--- src/rtl/if_fetch.sv ---
// Small circular FIFO with synchronous flush, shared by the fetch address and instruction queues.
// Latency: a push is visible at dout the next cycle; dout is combinational from the head slot.
// Backpressure: none internally; the caller must not push when full or pop when empty.
module if_fetch_fifo #(
    parameter int W     = 32,
    parameter int DEPTH = 4
) (
    input  logic                   clk,
    input  logic                   rst,
    input  logic                   flush,
    input  logic                   push,
    input  logic                   pop,
    input  logic [W-1:0]           din,
    output logic [W-1:0]           dout,
    output logic [$clog2(DEPTH):0] count
);
    localparam int AW = $clog2(DEPTH);
    localparam logic [AW:0] P_ONE = (AW+1)'(1);

    logic [W-1:0] r_mem [DEPTH];
    logic [AW:0]  r_wptr;
    logic [AW:0]  r_rptr;

    always_ff @(posedge clk or posedge rst) begin
        if (rst) begin
            r_wptr <= '0;
            r_rptr <= '0;
        end else if (flush) begin
            r_wptr <= '0;
            r_rptr <= '0;
        end else begin
            if (push) r_wptr <= r_wptr + P_ONE;
            if (pop)  r_rptr <= r_rptr + P_ONE;
        end
    end

    always_ff @(posedge clk) begin
        if (push && !flush) r_mem[r_wptr[AW-1:0]] <= din;
    end

    assign dout  = r_mem[r_rptr[AW-1:0]];
    assign count = r_wptr - r_rptr;
endmodule

// RV32I fetch initiator: credit-limited word requests, in-order capture, redirect with stale drop.
// Latency: first word reaches decode one cycle after its response (two after issue at memory latency 1).
// Backpressure: issue stalls while outstanding + buffered reaches DEPTH; decode stalls via inst_ready.
module if_fetch #(
    parameter int          DEPTH    = 4,
    parameter logic [31:0] RESET_PC = 32'h1eceb000
) (
    input  logic        clk,
    input  logic        rst,
    output logic [31:0] imem_addr,
    output logic [3:0]  imem_rmask,
    input  logic [31:0] imem_rdata,
    input  logic        imem_resp,
    output logic        inst_valid,
    input  logic        inst_ready,
    output logic [31:0] inst,
    output logic [31:0] pc,
    output logic [31:0] pc_next,
    output logic [63:0] order,
    input  logic        redirect_valid,
    input  logic [31:0] redirect_pc
);
    localparam int CW = $clog2(DEPTH) + 1;
    localparam logic [CW-1:0] C_ONE   = CW'(1);
    localparam logic [CW:0]   C_DEPTH = (CW+1)'(DEPTH);

    logic [31:0]   r_fetch_pc;
    logic [CW-1:0] r_outstanding;
    logic [CW-1:0] r_discard;
    logic [63:0]   r_order;

    logic [CW-1:0] w_fifo_cnt;
    logic [CW-1:0] w_aq_cnt;
    logic [CW-1:0] w_out_next;
    logic [63:0]   w_head;
    logic [31:0]   w_resp_addr;
    logic [31:0]   w_redir_pc;
    logic          w_issue;
    logic          w_resp;
    logic          w_push;
    logic          w_pop;

    // Credits count both in-flight requests and buffered words so a response always has a slot.
    assign w_issue    = !rst && !redirect_valid &&
                        (({1'b0, r_outstanding} + {1'b0, w_fifo_cnt}) < C_DEPTH);
    assign w_resp     = imem_resp && (r_outstanding != '0);
    assign w_push     = w_resp && !redirect_valid && (r_discard == '0);
    assign w_pop      = inst_valid && inst_ready && !redirect_valid;
    assign w_redir_pc = redirect_pc & 32'hffff_fffc;

    always_comb begin
        w_out_next = r_outstanding;
        if (w_issue) w_out_next = w_out_next + C_ONE;
        if (w_resp)  w_out_next = w_out_next - C_ONE;
    end

    always_ff @(posedge clk or posedge rst) begin
        if (rst) begin
            r_fetch_pc    <= RESET_PC;
            r_outstanding <= '0;
            r_discard     <= '0;
            r_order       <= '0;
        end else begin
            r_outstanding <= w_out_next;
            if (redirect_valid) begin
                r_fetch_pc <= w_redir_pc;
                r_discard  <= w_out_next;
            end else begin
                if (w_issue) r_fetch_pc <= r_fetch_pc + 32'd4;
                if (w_resp && (r_discard != '0)) r_discard <= r_discard - C_ONE;
                if (w_pop) r_order <= r_order + 64'd1;
            end
        end
    end

    // Addresses of live (non-stale) requests, consumed as their responses are captured.
    if_fetch_fifo #(.W(32), .DEPTH(DEPTH)) u_addr_q (
        .clk   (clk),
        .rst   (rst),
        .flush (redirect_valid),
        .push  (w_issue),
        .pop   (w_push),
        .din   (r_fetch_pc),
        .dout  (w_resp_addr),
        .count (w_aq_cnt)
    );

    if_fetch_fifo #(.W(64), .DEPTH(DEPTH)) u_inst_q (
        .clk   (clk),
        .rst   (rst),
        .flush (redirect_valid),
        .push  (w_push),
        .pop   (w_pop),
        .din   ({imem_rdata, w_resp_addr}),
        .dout  (w_head),
        .count (w_fifo_cnt)
    );

    assign imem_addr  = r_fetch_pc;
    assign imem_rmask = {4{w_issue}};
    assign inst_valid = (w_fifo_cnt != '0);
    assign inst       = w_head[63:32];
    assign pc         = w_head[31:0];
    assign pc_next    = w_head[31:0] + 32'd4;
    assign order      = r_order;

`ifndef SYNTHESIS
    a_resp_legal: assert property (@(posedge clk) disable iff (rst)
        imem_resp |-> (r_outstanding != '0));
    a_addr_avail: assert property (@(posedge clk) disable iff (rst)
        w_push |-> (w_aq_cnt != '0));
`endif
endmodule

--- config.mk ---
export PLATFORM = sky130hd
export DESIGN_NAME = if_fetch
export DESIGN_NICKNAME = d
export VERILOG_FILES = /design/src/rtl/if_fetch.sv
export SDC_FILE = /design/constraint.sdc
export NUM_CORES = 1
export LEC_CHECK = 0
export BUFFER_PORTS_ARGS = -buffer_cell sky130_fd_sc_hd__buf_2
export CORE_MARGIN = 2
export CORE_UTILIZATION = 55
export CTS_CLUSTER_SIZE = 10
export DETAILED_ROUTE_END_ITERATION = 16
export GPL_TIMING_DRIVEN = 0
export PLACE_DENSITY = 0.87
export SLEW_MARGIN = 0
export SYNTH_ARGS = -nofsm -noshare
export SYNTH_HDL_FRONTEND = slang
export SYNTH_SLANG_ARGS = --single-unit
--- constraint.sdc ---
create_clock -name clk -period 5.4 [get_ports clk]
set_input_delay 0.27 -clock clk [delete_from_list [all_inputs] [get_ports clk]]
set_output_delay 0.27 -clock clk [all_outputs]
set_load 0.02 [all_outputs]
==> impl_metrics.json <==
{
  "avgSynthCellArea_sq_um": 17.2,
  "drtIter0Drc": 996,
  "setup_viol": 0,
  "synth_edf_count": 368,
  "clk_latency_ps": 590,
  "synth_top_area_share_pct": 55.9,
  "max_slew_margin_pct": 32.8,
  "pre_cts_ws_ps": -1070,
  "critPathMaxFanout": 37,
  "synth_common_cells": "368 x edfxtp_1, 98 x dfrtp_1, 90 x mux4_2",
  "grt_setup_unrepaired": "no",
  "ys_seq_area_share_pct": 70.0,
  "vias": 12200,
  "fin_nets": 1622,
  "power_density_mw_per_mm2": 443,
  "fp-row-count": 69,
  "slew_viol_final": 0,
  "worstSetupPathType": "flop to output port",
  "avgViaCountPerCell": 6.03,
  "antenna_found_initial": 0,
  "fillers": 2304,
  "period_share_pct": 92.6,
  "grt_overflow": 0,
  "worstMarginPinSlew_ps": 1010,
  "finish.utilization_pct": 67.4,
  "gp_congestion": 0.849,
  "synth.largest_area_cell": "edfxtp_1",
  "ir_drop_v": 0.000320,
  "holdWs_ps": 49.9,
  "cts_tree": "done",
  "clkSinkCount": 478,
  "critPathLaunchType": "flop",
  "ys.flop_type": "edfxtp_1",
  "outcome": "finished, final reports clean",
  "num_antenna_cells": 0,
  "max_freq_ghz": 0.200,
  "port_buffers": 257,
  "fin_cells": 2019,
  "hpwl_mm": 28.9,
  "coreArea_sq_mm": 0.0355,
  "max_cap_viol_count": 0,
  "min_period_ps": 5000,
  "synth_area_leaders": "edfxtp_1 56%, dfrtp_1 12%, mux4_2 10%",
  "clockBufferDepth": 3,
  "worstPathArrival_ps": 4730,
  "wl_per_cell_microns": 22.7,
  "ys.warnings.count": 0,
  "worstSetupEndpointType": "output port",
  "setup_ws_ps": 399,
  "routed_wl_mm": 45.9,
  "syn_inst": 1151,
  "dr.pass1.iters": 7,
  "root_buffer": "clkbuf_16",
  "ioPinCount": 266,
  "dieArea_sq_mm": 0.0374,
  "clk_pin_slew_ps": 60,
  "area_growth_pct": 21.1,
  "yosysUniqueCellTypes": 64,
  "cp.required_ps": 5130,
  "drc": 0,
  "drive_gt1_share_pct": 30.4,
  "htree_num_levels": 2,
  "finalClockSkew_ps": 30.7,
  "fp.dieW_microns": 194,
  "grt_pass1_vias": 12500,
  "place_inst": 1879,
  "post_cts_buffers": 0,
  "grt_max_degree": 65,
  "grt_pass1_wl_mm": 71.6,
  "cts_buffers": 54,
  "ys_ff_latch": 478,
  "die_y_microns": 194,
  "start_util_pct": 55.7,
  "async_flop_share_pct": 23.0,
  "hold_violations": 0,
  "p_leak_nw": 8.89,
  "netlist_area_sq_mm": 0.0198,
  "ant_nets": 0,
  "grt_usage_pct": 24.8,
  "yosysMostFrequentCell": "edfxtp_1",
  "hold_class": "primary input to flop"
}
## through the flow
step / total power, mW / area [sq um] / setup TNS, ps
after floorplan: 6.46 / 19800 / 0
after global routing: 11.0 / 23900 / 0
after detailed placement: 7.36 / 21800 / -130060
after CTS: 10.6 / 23900 / 0
final: 10.6 / 23900 / 0
after global placement: 7.24 / 21600 / -174390
## layout by cell type, fill, tap and decap left out, types with 6 or more instances in the layout
cell type      instances
a21oi_1                9
and4_1                14
clkbuf_1              43
nand2_1               62
dlygate4sd3_1         61
o311ai_0               8
ha_1                  20
inv_1                 25
a221o_1                6
edfxtp_1             368
nor3_1                11
nand4_1               48
dfstp_2               12
clkbuf_16             56
nand3_1               49
mux2i_1                6
buf_2                266
mux4_2                90
conb_1                 6
and3_1                19
xor2_1                15
and2_1                17
dfrtp_1               98
o211ai_1               6
buf_4                 11
xnor2_1               86
nor2_1                34
buf_1                  8
o21ai_0               21
## area by class of cell
cell class	count	area [sq um]	area share, %
sequential	478	13800	57.8
multi-input combinational	596	5560	23.3
timing repair buffer	323	2030	8.50
clock buffer	79	1500	6.26
tap	461	577	2.41
buffer	53	299	1.25
inverter	26	100	0.418
clock inverter	3	32.5	0.136
## worst max-delay path: stages, from the launching register on
cell and delay (ps):
dfrtp_1 390, buf_6 370, inv_1 130, fa_1 420, xnor3_1 510, ha_1 270
nor4_1 340, nand3b_1 300, inv_1 240, buf_2 270, buf_2 280, buf_2 300
buf_4 160, buf_2 150
## path summary, 6_finish.rpt
path                                    startpoint                    end  slack, ps  depth (start not counted)
worst max-delay path            u_inst_q.r_rptr[1]          imem_rmask[0]        400                         13
worst min-delay path               redirect_pc[21]          imem_addr[21]         50                          4
worst min register to register           order[63]              order[63]        480                          1
max in group asynchronous                      rst              order[45]       4330                          4
min in group asynchronous                      rst          imem_addr[31]        360                          3
worst max register to register  u_inst_q.r_rptr[1]  u_addr_q.r_mem[3][25]        420                         12
## state kept, by name, indices dropped and copies added, names as in the netlist, 3 cells and up
register / flops
u_inst_q.r_mem: 248
u_addr_q.r_mem: 120
order: 64
imem_addr: 30
r_discard: 3
r_outstanding: 3
u_inst_q.r_rptr: 3
u_inst_q.r_wptr: 3
## kinds of logic after synthesis
group | share of synthesized area (%)
muxes | 11.0
DFF | 70.0
AOI/OAI and AO/OA | 2.62
and+or+nand+nor | 8.39
xor gates and xnor gates | 4.59
buffers and inverters | 2.05
other | 0.0190
adders and majority gates | 1.37
## timing repair
action                     CTS  global route
pin swaps                    0             0
setup endpoints to repair  145            65
gates cloned                 0             0
hold buffers                61             0
resized for setup            0             1
hold endpoints to repair   190             0
## power by group
part	internal (mW)	switching (mW)
combinational	1.06	1.66
clock	1.89	1.34
sequential	4.38	0.268
## per-layer routing
metal	track usage [%]	wire length, microns	vias to the layer above
met4	9.19	1450	0
met1	33.5	18300	6154
met3	5.20	3530	104
met5	0	0	-
li1	-	-	5260
met2	40.4	22600	666
No activity file was read; power rests on OpenSTA's default activity.
